File: config.mk
export PLATFORM = sky130hd
export DESIGN_NAME = bch_dec_t2
export DESIGN_NICKNAME = d
export VERILOG_FILES = /design/src/rtl/bch_pkg.sv /design/src/rtl/bch_dec_t2_gf_mult.sv /design/src/rtl/bch_dec_t2.sv
export SDC_FILE = /design/constraint.sdc
export NUM_CORES = 1
export LEC_CHECK = 0
export ABC_AREA = 1
export CAP_MARGIN = 20
export CORE_MARGIN = 2
export CORE_UTILIZATION = 45
export CTS_CLUSTER_DIAMETER = 150
export DETAILED_ROUTE_END_ITERATION = 10
export PLACE_DENSITY_LB_ADDON = 0.1
export SLEW_MARGIN = 20
export SYNTH_ARGS = -nofsm -noshare
export SYNTH_HDL_FRONTEND = slang
export SYNTH_HIERARCHICAL = 1
export SYNTH_SLANG_ARGS = --single-unit
export TNS_END_PERCENT = 1
File: constraint.sdc
create_clock -name clk -period 6.45 [get_ports clk]
set_input_delay 0.645 -clock clk [delete_from_list [all_inputs] [get_ports clk]]
set_output_delay 0.645 -clock clk [all_outputs]
set_load 0.02 [all_outputs]
File: src/rtl/bch_pkg.sv
// Shared types and GF(2^m) helpers for the double-error-correcting BCH decoder.
package bch_pkg;

   localparam int unsigned GF_W = 16;
   typedef logic [GF_W-1:0] gf_wide_t;

   typedef enum logic [2:0] {
      ST_IDLE,
      ST_SYND,
      ST_KEY,
      ST_CHIEN,
      ST_DONE
   } state_t;

   // Number of locator roots the syndromes predict; CLS_FAIL has no valid pattern.
   typedef enum logic [1:0] {
      CLS_NONE = 2'd0,
      CLS_ONE  = 2'd1,
      CLS_TWO  = 2'd2,
      CLS_FAIL = 2'd3
   } err_class_t;

   // Shift-and-add multiply reduced by poly (poly carries the x^m term).
   function automatic gf_wide_t gf_mul(input gf_wide_t a, input gf_wide_t b,
                                       input int unsigned m, input gf_wide_t poly);
      gf_wide_t acc;
      gf_wide_t x;
      gf_wide_t top;
      acc = '0;
      x   = a;
      top = gf_wide_t'(1) << m;
      for (int unsigned i = 0; i < GF_W - 1; i++) begin
         if (i < m) begin
            if (((b >> i) & gf_wide_t'(1)) != '0) acc ^= x;
            x = x << 1;
            if ((x & top) != '0) x ^= poly;
         end
      end
      return acc;
   endfunction

   function automatic gf_wide_t gf_alpha_pow(input int unsigned k, input int unsigned m,
                                             input gf_wide_t poly);
      gf_wide_t x;
      x = gf_wide_t'(1);
      for (int unsigned i = 0; i < k; i++) x = gf_mul(x, gf_wide_t'(2), m, poly);
      return x;
   endfunction

endpackage

File: src/rtl/bch_dec_t2_gf_mult.sv
// Combinational M-bit GF(2^M) multiplier.
module gf_mult
   import bch_pkg::*;
#(
   parameter int unsigned M         = 4,
   parameter int unsigned PRIM_POLY = 'h13
) (
   input  logic [M-1:0] a,
   input  logic [M-1:0] b,
   output logic [M-1:0] p_c
);

   localparam gf_wide_t POLY = gf_wide_t'(PRIM_POLY);

   always_comb p_c = M'(gf_mul(gf_wide_t'(a), gf_wide_t'(b), M, POLY));

endmodule

File: src/rtl/bch_dec_t2.sv
// Double-error-correcting binary BCH decoder: serial syndromes, division-free
// locator, fixed-length Chien search, one word in flight.
module bch_dec_t2
   import bch_pkg::*;
#(
   parameter  int unsigned M         = 4,
   parameter  int unsigned PRIM_POLY = 'h13,
   parameter  int unsigned K         = 7,
   localparam int unsigned N         = (1 << M) - 1
) (
   input  logic         clk,
   input  logic         rst_n,
   input  logic         in_valid,
   output logic         in_ready,
   input  logic [N-1:0] in_data,
   output logic         out_valid,
   input  logic         out_ready,
   output logic [N-1:0] out_data,
   output logic [K-1:0] out_msg,
   output logic [1:0]   out_nerr,
   output logic         out_fail
);

   localparam gf_wide_t     POLY   = gf_wide_t'(PRIM_POLY);
   localparam gf_wide_t     ALPHA1 = gf_alpha_pow(1, M, POLY);
   localparam gf_wide_t     ALPHA2 = gf_alpha_pow(2, M, POLY);
   localparam gf_wide_t     ALPHA3 = gf_alpha_pow(3, M, POLY);
   localparam logic [M-1:0] LAST   = M'(N - 1);

   state_t       state, state_nxt;
   err_class_t   cls, cls_key_c;
   logic [M-1:0] cnt;
   logic [N-1:0] word, orig;
   logic [M-1:0] s1, s3, a, b, c;
   logic [1:0]   nroot, nroot_nxt_c;
   logic [M-1:0] s1_sq_c, s1_cu_c, c_key_c, s1_hor_c, s3_hor_c, a_step_c, b_step_c;
   logic         r_bit_c, hit_c, fail_c;
   logic [N-1:0] word_flip_c;

   gf_mult #(.M(M), .PRIM_POLY(PRIM_POLY)) u_sq (.a(s1),      .b(s1), .p_c(s1_sq_c));
   gf_mult #(.M(M), .PRIM_POLY(PRIM_POLY)) u_cu (.a(s1_sq_c), .b(s1), .p_c(s1_cu_c));

   // Horner syndrome update, highest-order received bit first.
   assign r_bit_c  = word[cnt];
   assign s1_hor_c = M'(gf_mul(gf_wide_t'(s1), ALPHA1, M, POLY)) ^ M'(r_bit_c);
   assign s3_hor_c = M'(gf_mul(gf_wide_t'(s3), ALPHA3, M, POLY)) ^ M'(r_bit_c);
   assign c_key_c  = s3 ^ s1_cu_c;

   always_comb begin
      cls_key_c = CLS_TWO;
      if (s1 == '0)          cls_key_c = (s3 == '0) ? CLS_NONE : CLS_FAIL;
      else if (c_key_c == '0) cls_key_c = CLS_ONE;
   end

   // Locator S1 + S1^2 x + C x^2 scaled by alpha^(2i); a zero sum marks position i.
   assign a_step_c    = M'(gf_mul(gf_wide_t'(a), ALPHA2, M, POLY));
   assign b_step_c    = M'(gf_mul(gf_wide_t'(b), ALPHA1, M, POLY));
   assign hit_c       = ((a ^ b ^ c) == '0) && ((a | b) != '0);
   assign word_flip_c = word ^ (N'(hit_c) << cnt);
   assign nroot_nxt_c = (hit_c && (nroot != 2'd3)) ? nroot + 2'd1 : nroot;
   assign fail_c      = (cls == CLS_FAIL) || (nroot_nxt_c != 2'(cls));

   assign out_msg = out_data[N-1:N-K];

   always_ff @(posedge clk or negedge rst_n) begin
      if (!rst_n) state <= ST_IDLE;
      else        state <= state_nxt;
   end

   always_comb begin
      state_nxt = state;
      case (state)
         ST_IDLE:  if (in_valid) state_nxt = ST_SYND;
         ST_SYND:  if (cnt == '0) state_nxt = ST_KEY;
         ST_KEY:   state_nxt = ST_CHIEN;
         ST_CHIEN: if (cnt == LAST) state_nxt = ST_DONE;
         ST_DONE:  if (out_ready) state_nxt = ST_IDLE;
         default:  state_nxt = ST_IDLE;
      endcase
   end

   always_ff @(posedge clk or negedge rst_n) begin
      if (!rst_n) begin
         in_ready  <= 1'b1;
         out_valid <= 1'b0;
         out_data  <= '0;
         out_nerr  <= '0;
         out_fail  <= 1'b0;
         cnt       <= '0;
         word      <= '0;
         orig      <= '0;
         s1        <= '0;
         s3        <= '0;
         a         <= '0;
         b         <= '0;
         c         <= '0;
         nroot     <= '0;
         cls       <= CLS_NONE;
      end else begin
         in_ready  <= (state_nxt == ST_IDLE);
         out_valid <= (state_nxt == ST_DONE);
         case (state)
            ST_IDLE: begin
               if (in_valid) begin
                  word <= in_data;
                  orig <= in_data;
                  s1   <= '0;
                  s3   <= '0;
                  cnt  <= LAST;
               end
            end
            ST_SYND: begin
               s1  <= s1_hor_c;
               s3  <= s3_hor_c;
               cnt <= cnt - M'(1);
            end
            ST_KEY: begin
               a     <= s1;
               b     <= s1_sq_c;
               c     <= c_key_c;
               cls   <= cls_key_c;
               nroot <= '0;
               cnt   <= '0;
            end
            ST_CHIEN: begin
               a     <= a_step_c;
               b     <= b_step_c;
               word  <= word_flip_c;
               nroot <= nroot_nxt_c;
               cnt   <= cnt + M'(1);
               if (cnt == LAST) begin
                  out_data <= fail_c ? orig : word_flip_c;
                  out_nerr <= fail_c ? 2'd3 : nroot_nxt_c;
                  out_fail <= fail_c;
               end
            end
            default: ;
         endcase
      end
   end

endmodule

== Word level (Yosys, flattened, before mapping) ==
Cells that the tools add are included.

* Register bits after elaboration: 81
* Logic and storage cells: 119

* Order comparisons: 1
* Reduce and logical (&&, ||, !) cells: 20
* Bitwise gates (word level): 25
* $add $sub $neg: 3
* Equal/unequal tests: 10
* Shift operators: 1
* Multiplexer cells: 43

{| class="wikitable"
|+ Operator list
! operator !! number
|-
| 2-to-1 mux 4 bit || 10
|-
| bitwise XOR 4 bit || 9
|-
| 2-to-1 mux 2 bit || 17
|-
| one-hot mux 4 bit (2 select lines) || 4
|-
| 2-to-1 mux 15 bit || 2
|-
| one-hot mux 15 bit (2 select lines) || 1
|-
| NOT 2 bit || 12
|-
| zero test 4 bit || 5
|-
| one-hot mux 4 bit (4 select lines) || 1
|-
| one-hot mux 3 bit (5 select lines) || 1
|-
| << shifter 1 x 4 -> 15 bit || 1
|-
| bitwise XOR 15 bit || 1
|-
| 2-to-1 mux 3 bit || 4
|-
| AND reduction 2 bit || 5
|-
| nonzero test 4 bit || 2
|-
| bitwise XOR 4 x 1 -> 4 bit || 2
|-
| == test 3 x 2 -> 1 bit (second input constant) || 2
|-
| == test 3 bit (second input constant) || 2
|-
| zero test 3 bit || 2
|-
| nonzero test 2 bit || 3
|-
| less-than comparator 4 x 5 -> 1 bit (second input constant) || 1
|-
| adder 4 x 1 -> 4 bit (second input constant) || 1
|-
| binary-select mux 1 bit (select 4 bit) || 1
|-
| == test 4 bit (second input constant) || 1
|-
| other kinds (11) || 13
|}

== Depth between registers and ports, before layout ==
* Word-level depth: 20
* Gate-level depth with buffers: 24
* Gate-level depth less buffers: 23

== Cells and area by module ==
Netlist, hierarchy kept.

{| class="wikitable"
|+ Modules (own cells, without submodules)
! module !! times used !! area each (µm²) !! sequential area each (µm²) !! cells an instance
|-
| bch_dec_t2 || 1 || 4510.6 || 2028.2 || 567
|-
| gf_mult at u_sq || 1 || 349.1 || 0.0 || 73
|-
| gf_mult at u_cu || 1 || 325.3 || 0.0 || 73
|}

== Worst setup path before layout ==
No wires, ideal clock.

* Path kind: reg-to-reg
* From: register s1[2]
* To: register cls[0]
* Arrival: 2411 ps
* Path slack: 3962 ps
* Period minus slack after synthesis: 2488 ps
* Buffers on the path: 2
* Data required time: 6373 ps
* Cell stages (with the launch flop): 23
* Path through: dfrtp_1 buf_6 nand2_1 xor2_1 nand2_1 nand2_1 nand2_1 nand2_1 buf_4 nand2_1 nand3_1 nand2_1 nand2_1 nand2_1 nand2_1 nand2_1 inv_1 xor2_1 nor2_1 nand2_1 o31ai_1 a21oi_1 a21oi_1

{| class="wikitable"
|+ RTL lines
! item !! RTL line !! RTL
|-
| from (decl) || bch_dec_t2.sv:34 || <nowiki>logic [M-1:0] s1, s3, a, b, c;</nowiki>
|-
| from (signal assigned) || bch_dec_t2.sv:113 || <nowiki>s1 <= s1_hor_c;</nowiki>
|-
| 2-to-1 mux 4 bit || bch_pkg.sv:34 || <nowiki>if (((b >> i) & gf_wide_t'(1)) != '0) acc ^= x;</nowiki>
|-
| bitwise XOR 4 bit || bch_pkg.sv:34 ||
|-
| 2-to-1 mux 4 bit || bch_pkg.sv:34 ||
|-
| bitwise XOR 4 bit || bch_pkg.sv:34 ||
|-
| 2-to-1 mux 4 bit || bch_pkg.sv:34 ||
|-
| bitwise XOR 4 bit || bch_pkg.sv:34 ||
|-
| 2-to-1 mux 4 bit (*) || bch_pkg.sv:34 ||
|-
| net s1_sq_c[2] || bch_dec_t2.sv:36 || <nowiki>logic [M-1:0] s1_sq_c, s1_cu_c, c_key_c, s1_hor_c, s3_hor_c, a_step_c, b_step_c;</nowiki>
|-
| (+3 left out) || -- ||
|-
| 2-to-1 mux 4 bit (*) || bch_pkg.sv:34 ||
|-
| bitwise XOR 4 bit || bch_pkg.sv:34 ||
|-
| 2-to-1 mux 4 bit (*) || bch_pkg.sv:34 ||
|-
| net s1_cu_c[3] || bch_dec_t2.sv:36 ||
|-
| bitwise XOR 4 bit (*) || bch_dec_t2.sv:47 || <nowiki>assign c_key_c = s3 ^ s1_cu_c;</nowiki>
|-
| zero test 4 bit (*) || bch_dec_t2.sv:52 || <nowiki>else if (c_key_c == '0) cls_key_c = CLS_ONE;</nowiki>
|-
| 2-to-1 mux 2 bit (*) || bch_dec_t2.sv:52 ||
|-
| 2-to-1 mux 2 bit (*) || bch_dec_t2.sv:51 || <nowiki>if (s1 == '0) cls_key_c = (s3 == '0) ? CLS_NONE : CLS_FAIL;</nowiki>
|-
| to (signal assigned) || bch_dec_t2.sv:121 || <nowiki>cls <= cls_key_c;</nowiki>
|-
| to (decl) || bch_dec_t2.sv:31 || <nowiki>err_class_t cls, cls_key_c;</nowiki>
|}

Mark *: on every way through the listed nets, which the timed path passes. The rest lies on a longest branch.
A chain may end at the register's enable or synchronous reset.

== Worst setup path in the final report ==
* From: register s1[1]
* To: register cls[1]

{| class="wikitable"
|+ RTL lines
! item !! RTL line !! RTL
|-
| 2-to-1 mux 4 bit || bch_pkg.sv:34 ||
|-
| bitwise XOR 4 bit || bch_pkg.sv:34 ||
|-
| 2-to-1 mux 4 bit || bch_pkg.sv:34 ||
|-
| bitwise XOR 4 bit || bch_pkg.sv:34 ||
|-
| 2-to-1 mux 4 bit (*) || bch_pkg.sv:34 ||
|-
| net s1_sq_c[0] || bch_dec_t2.sv:36 ||
|-
| NOT 2 bit (no source line) || -- ||
|-
| 2-to-1 mux 2 bit (*) || bch_pkg.sv:36 || <nowiki>if ((x & top) != '0) x ^= poly;</nowiki>
|-
| bitwise XOR 4 bit (*) || bch_pkg.sv:34 ||
|-
| 2-to-1 mux 4 bit (*) || bch_pkg.sv:34 ||
|-
| net s1_cu_c[3] || bch_dec_t2.sv:36 ||
|-
| bitwise XOR 4 bit (*) || bch_dec_t2.sv:47 ||
|-
| zero test 4 bit (*) || bch_dec_t2.sv:52 ||
|-
| 2-to-1 mux 2 bit (*) || bch_dec_t2.sv:52 ||
|-
| 2-to-1 mux 2 bit (*) || bch_dec_t2.sv:51 ||
|}

Marks and branches as above.

==> impl_metrics.py <==
metrics = {
    "status": {
        "status": "completed",
    },
    "synthesis": {
        "async_reset_ff_frac": 1.000,
        "yosysSeqAreaShare": 0.3912,
        "synth_common_cells": "nand2_1 (208), inv_1 (96), dfrtp_1 (80), nand3_1 (73)",
        "ys.flop_type": "dfrtp_1",
        "synth_edf_count": 0,
        "yosysTopAreaCellShare": 0.3861,
        "synth.net_count": 741,
        "yosysTopAreaCell": "dfrtp_1",
        "syn-cell-area_um2": 5185,
        "synth_most_common_cell": "nand2_1",
        "synth_seq_cells": 81,
        "yosys_warnings": 6,
        "syn_inst": 713,
        "yosysUniqueCellTypes": 39,
        "netlist_top_cells_area": "dfrtp_1 (39%), nand2_1 (15%), nand3_1 (7.0%)",
        "avgSynthCellArea_um2": 7.272,
    },
    "pwr": {
        "leakage_nw": 2.927,
        "powerDensity_nw_per_um2": 615.6,
        "p_total_mw": 3.682,
        "ir_drop_mv": 0.2884,
    },
    "die": {
        "start_util": 0.4580,
        "core_um2": 11320,
        "die_h_um": 111.3,
        "dieArea_um2": 12400,
        "core.rowCount": 39,
        "die_w_um": 111.3,
        "pin_count": 46,
    },
    "place": {
        "place_inst": 873,
        "hpwlAfterDp_mm": 9.036,
        "place_congestion": 0.8604,
        "place.port_buffers": 45,
    },
    "sta": {
        "fin_crit_sh": 0.4812,
        "setup_violations": 0,
        "grt_setup_unrepaired": "false",
        "final_max_slew_viol_count": 0,
        "finalClockSkew_ns": 0.006884,
        "period_minus_slack_ns": 3.104,
        "relSlewSlack": 0.4200,
        "hold_viol_final": 0,
        "clock.fmax_ghz": 0.3222,
        "tightestPinTransition_ns": 0.8691,
        "fin_setup_tns_ns": 0,
    },
    "setup_path": {
        "cp_top_family": "simple AND/OR/NAND/NOR gates",
        "arrival_ns": 3.29,
        "path_max_fanout": 21,
        "cp.required_ns": 6.64,
        "crit_path_top_delay_cell": "dfrtp_1",
        "cp_common_cell": "nand2_1",
        "max_stage_delay_ns": 0.79,
        "cp-end-kind": "register",
        "critical_path_buf_inv_count": 1,
        "critPathKind": "reg -> reg",
        "cp-start-kind": "register",
        "worstPathCellList": "nand2_1 > xnor2_1 > xnor2_1 > nand2_1 > nand2_2 > nand2_1 > nand3b_1 > nand2_1 > inv_1 > xor2_1 > nor2_1 > nand2_1 > o31ai_1 > o22ai_1",
    },
    "clock_tree": {
        "clock_sinks": 81,
        "cts_tree": "done",
        "path_clk_slew_ns": 0.07,
        "hold_buffers": 0,
        "cts_resized": 0,
        "cts_buffer_depth": 2,
        "clk_latency_ns": 0.34,
        "cts_setup_buffers": 0,
        "root_buffer": "clkbuf_16",
        "cts_buffers": 9,
        "htreeDepth": 3,
    },
    "global_routing": {
        "antenna_found_initial": 0,
        "grt_first_pass_wirelength_mm": 22.86,
        "grt_start_max_net_pins": 82,
        "grt_use_total": 0.2241,
        "grt-ovfl-total": 0,
        "grt_pass1_vias": 4606,
    },
    "cells_and_area": {
        "final_cells": 889,
        "insertedDiodeCount": 0,
        "fin_nets": 769,
        "n_fill_cell": 1080,
        "reg_top3": "orig x15, out_data x15, word x15",
        "multiInputGateArea_um2": 2575,
        "regArea_um2": 2028,
        "area_delta_synth_final_pct": 15.35,
        "layout-drive-gt1-share": 0.08445,
    },
    "routing": {
        "postRouteAntennaNets": 0,
        "drc": 0,
        "first_iter_violations": 340,
        "routedWlPerCell_um": 14.75,
        "via_per_inst": 5.224,
        "via_count": 4644,
        "wl_mm": 13.11,
        "drt_pass1_iterations": 5,
    },
    "worst_hold_path": {
        "holdCritPathClass": "in -> async",
    },
    "flow_run": {
        "drv_cap": 0,
    },
}
==> final cells by class <==
cell class	count	share of cell area
Tap cell	143	0.02992
Inverter	106	0.06653
Multi-Input combinational cell	498	0.4305
Clock buffer	9	0.03766
Clock inverter	7	0.02071
Sequential cell	81	0.3391
Timing Repair Buffer	45	0.07552
==> report_power, final <==
group          leakage (nW)  switching [mW]  internal [mW]
registers              1.01           0.252          0.754
logic                  1.75            1.33          0.735
clock network         0.167           0.230          0.383
total                  2.93            1.81           1.87
==> worst reg2reg max path, stage by stage (launching register included) <==
cell      delay [ns]
dfrtp_1         0.79
nand2_1         0.14
xnor2_1         0.17
xnor2_1         0.50
nand2_1         0.14
nand2_2         0.13
nand2_1         0.07
nand3b_1        0.18
nand2_1         0.07
inv_1           0.05
xor2_1          0.15
nor2_1          0.10
nand2_1         0.06
o31ai_1         0.28
o22ai_1         0.11
==> per-stage QoR <==
stage	hold slack, ns	util	area (µm²)	setup slack, ns
after detailed placement	0.4643	0.4971	5628	3.334
final	0.3427	0.5283	5981	3.346
after global placement	0.4639	0.4971	5628	3.410
after global routing	0.4092	0.5283	5981	3.048
after floorplan	0.3494	-	5185	3.962
after CTS	0.4827	0.5280	5977	3.425
==> kinds of logic (layout without fill, tap and decap cells) <==
logic type,Yosys count,in the layout,synth area share
AOI/OAI and AO/OA,92,92,0.1047
buffers and inverters,134,167,0.1122
adders and majority gates,9,9,0.02317
xor gates and xnor gates,24,24,0.04199
and+or+nand+nor,373,373,0.3267
DFF,81,81,0.3912
==> layout by cell type, fill, tap and decap left out, types with 10 or more instances in the layout <==
cell type,synthesis,final
nand2_1,208,208
inv_1,96,96
dfrtp_1,80,80
nand3_1,73,73
clkdlybuf4s50_1,0,44
nor2_1,38,38
o21ai_0,38,38
a21oi_1,21,21
nand2_2,19,19
nand4_1,15,15
xor2_1,13,13
xnor2_1,10,10
==> final timing paths <==
kind	end	start	depth (start not counted)	slack (ns)
setup / recovery	cls[1]	s1[1]	14	3.35
setup reg to reg	cls[1]	s1[1]	14	3.35
min in group clk	out_data[5]	out_data[5]	2	0.48
max in group asynchronous	cls[1]	rst_n	1	5.59
hold / removal	out_data[11]	rst_n	1	0.34
hold reg to reg	out_data[5]	out_data[5]	2	0.48
==> layer usage <==
metal,part of all wire,track usage,vias to the layer above
met5,0,0,-
met4,0.0096,0.05761,0
met3,0.057,0.05879,12
met2,0.44,0.3309,119
met1,0.50,0.3291,2172
li1,-,-,2341
No activity file was read; power rests on OpenSTA's default activity.
==> RTL edit (same settings) <==
The 5 states of `state_t` get a one-hot encoding in 5 bits.
--- a/src/rtl/bch_pkg.sv
+++ b/src/rtl/bch_pkg.sv
@@ -5,10 +5,10 @@
    typedef logic [GF_W-1:0] gf_wide_t;
 
-   typedef enum logic [2:0] {
-      ST_IDLE,
-      ST_SYND,
-      ST_KEY,
-      ST_CHIEN,
-      ST_DONE
+   typedef enum logic [4:0] {
+      ST_IDLE  = 5'b00001,
+      ST_SYND  = 5'b00010,
+      ST_KEY   = 5'b00100,
+      ST_CHIEN = 5'b01000,
+      ST_DONE  = 5'b10000
    } state_t;
 
Function: no difference found for any inputs over 10 cycles, from zero or initial values and one cycle with rst_n low; not proved beyond that.
==> RTL edit against the original RTL <==
- cell area up 3.3%
- utilization fell by 0.75 points
- synthesized cell count grew 7.0%
- wire length grew 0.11%
- area after synthesis up 4.4%
- sequential cell count increased by 2
- via count up 6.2%
- count of clock-buffer cells in the layout grew 4
- setup slack improved by 0.22 ns
- cell count increased by 5.7%
- worst hold slack worse by 0.0095 ns
- critical endpoint is now cls[0]
- die area grew 4.3%
Power is not compared: it rests on default switching activity, and its combinational part moved more than twofold at a synthesized area within 25%.
==> RTL edit: results (changes against the original RTL) <==
stage	metric	value	unit	change
cells_and_area	fin_nets	817		was 769
yosys	synth_nets	791		was 741
placement	place_area	5880	sq um	was 5630 sq um
yosys	ys_warn_count	6		unchanged
setup_path	crit_fanout	17		was 21
route	drtPass1Iterations	5		unchanged
timing	fin_hold_ws	0.333	ns	was 0.343 ns
yosys	synthTopCellsByCount	219 x nand2_1, 99 x inv_1, 81 x dfrtp_1, 67 x nand3_1, 54 x o21ai_0		was 208 x nand2_1, 96 x inv_1, 80 x dfrtp_1, 73 x nand3_1
clocking	htree_levels	3		unchanged
placement	hpwlAfterDp	9.10	mm	was 9.04 mm
placement	dp.cells	925		was 873
cells_and_area	num_antenna_cells	0		unchanged
clocking	clk_pin_slew_worst_paths	0.06	ns	
cells_and_area	drive_gt1_frac	0.0719		was 0.0845
pwr	static-leakage-power	0.00297	uW	
global_route	track_usage	0.213		was 0.224
global_route	grt_max_degree	84		was 82
route	via_per_inst	5.25		was 5.22
route	drtIter0Drc	307		was 340
min_path	hp-class	in -> async		unchanged
placement	place.gp.congestion	0.832		was 0.860
setup_path	r2r_start	s1[0]		was s1[1]
clocking	postCtsSetupBuffers	0		unchanged
timing	slew_headroom	0.421		was 0.420
setup_path	ff2ff_setup_slack	3.57	ns	was 3.35 ns
clocking	cts_root_buffer	clkbuf_16		unchanged
global_route	first_global_vias	4625		was 4606
yosys	synthArstFlopShare	1.00		unchanged
route	wirelength	13.1	mm	about the same
global_route	grt_pass1_wl	22.2	mm	was 22.9 mm
yosys	synth.most_common_cell	nand2_1		unchanged
outcome	status	finished clean		unchanged
yosys	synth_flop_cell	dfrtp_1		unchanged
clocking	postCtsResizedCells	0		unchanged
route	vias	4932		was 4644
yosys	synth_area_leaders	dfrtp_1 37%, nand2_1 15%, inv_1 6.9%		was dfrtp_1 39%, nand2_1 15%, nand3_1 7.0%
yosys	yosysUniqueCellTypes	39		unchanged
pwr	vdd_ir_drop_max	217	uV	
cells_and_area	reg.largest.list	orig x15, out_data x15, word x15		unchanged
timing	clock_skew	0.00852	ns	was 0.00688 ns
setup_path	r2r_end	cls[0]		was cls[1]
setup_path	arrival	3.15	ns	was 3.29 ns
setup_path	rr_worst_depth	17		was 14
yosys	yosysSeqAreaShare	0.384		was 0.391
setup_path	cp_slowest_stage_delay	0.68	ns	was 0.79 ns
cells_and_area	num-fill-cells	1163		was 1080
yosys	syn_inst	763		was 713
setup_path	cp_slowest_cell	dfrtp_1		unchanged
clocking	clockBufferDepth	2		unchanged
[RTL edit: cell count changes after synthesis, sizes merged, moves of 5 or more]
cell / before / now
a21oi: 21 / 32
nor2: 45 / 51
o21ai: 38 / 54
nand3: 78 / 73
o221ai: 7 / 0
o22ai: 9 / 19
[RTL edit: worst max path at each step]
stage,slack [ns],cells past startpoint,endpoint,from
6_report,3.57,17,cls[0],s1[0]
5_1_grt,3.13,21,cls[0],s1[2]
4_1_cts,3.54,17,cls[0],s1[0]
3_5_place_dp,3.56,21,cls[0],s1[2]
3_3_place_gp,3.64,19,cls[0],s1[3]
2_1_floorplan,4.00,19,cls[0],s1[2]
[RTL edit: kinds of logic (layout without fill, tap and decap cells)]
family                     count (synthesis)  in the layout  synth area share
xor gates and xnor gates                  23             23            0.0386
adders and majority gates                  9              9            0.0222
buffers and inverters                    143            173             0.112
and+or+nand+nor                          386            386             0.323
DFF                                       83             83             0.384
AOI/OAI and AO/OA                        119            119             0.121
[RTL edit: critical path: cells and delay by family, from the launching register on]
kind	cells	cell delay, ns
AOI/OAI and AO/OA	2	0.33
xor gates and xnor gates	3	0.57
buffers and inverters	1	0.06
DFF	1	0.68
and+or+nand+nor	11	1.18
[RTL edit: layout make-up]
class                           count  share of cell area
Sequential cell                    83               0.337
Timing Repair Buffer               48              0.0768
Clock inverter                      2             0.00567
Clock buffer                       13              0.0421
Inverter                          110              0.0668
Multi-Input combinational cell    537               0.442
Tap cell                          147              0.0298
[RTL edit: report_power, final]
part	switching [uW]	internal, uW
clock	206	319
sequential	145	660
combinational	633	326
[RTL edit: routing by layer]
layer,vias to the layer above,routed length [um],GRT usage,part of all wire
li1,2498,-,-,-
met1,2335,6400,0.292,0.49
met2,87,6100,0.352,0.46
met3,12,480,0.0324,0.037
met4,0,148,0.0634,0.011
met5,-,0,0,0
[RTL edit: per-stage QoR]
| step | total power [uW] | util |
|---|---|---|
| after floorplan | 1540 | - |
| after global placement | 1740 | 0.496 |
| after detailed placement | 1770 | 0.496 |
| after CTS | 2300 | 0.520 |
| after global routing | 2480 | 0.521 |
| final | 2290 | 0.521 |
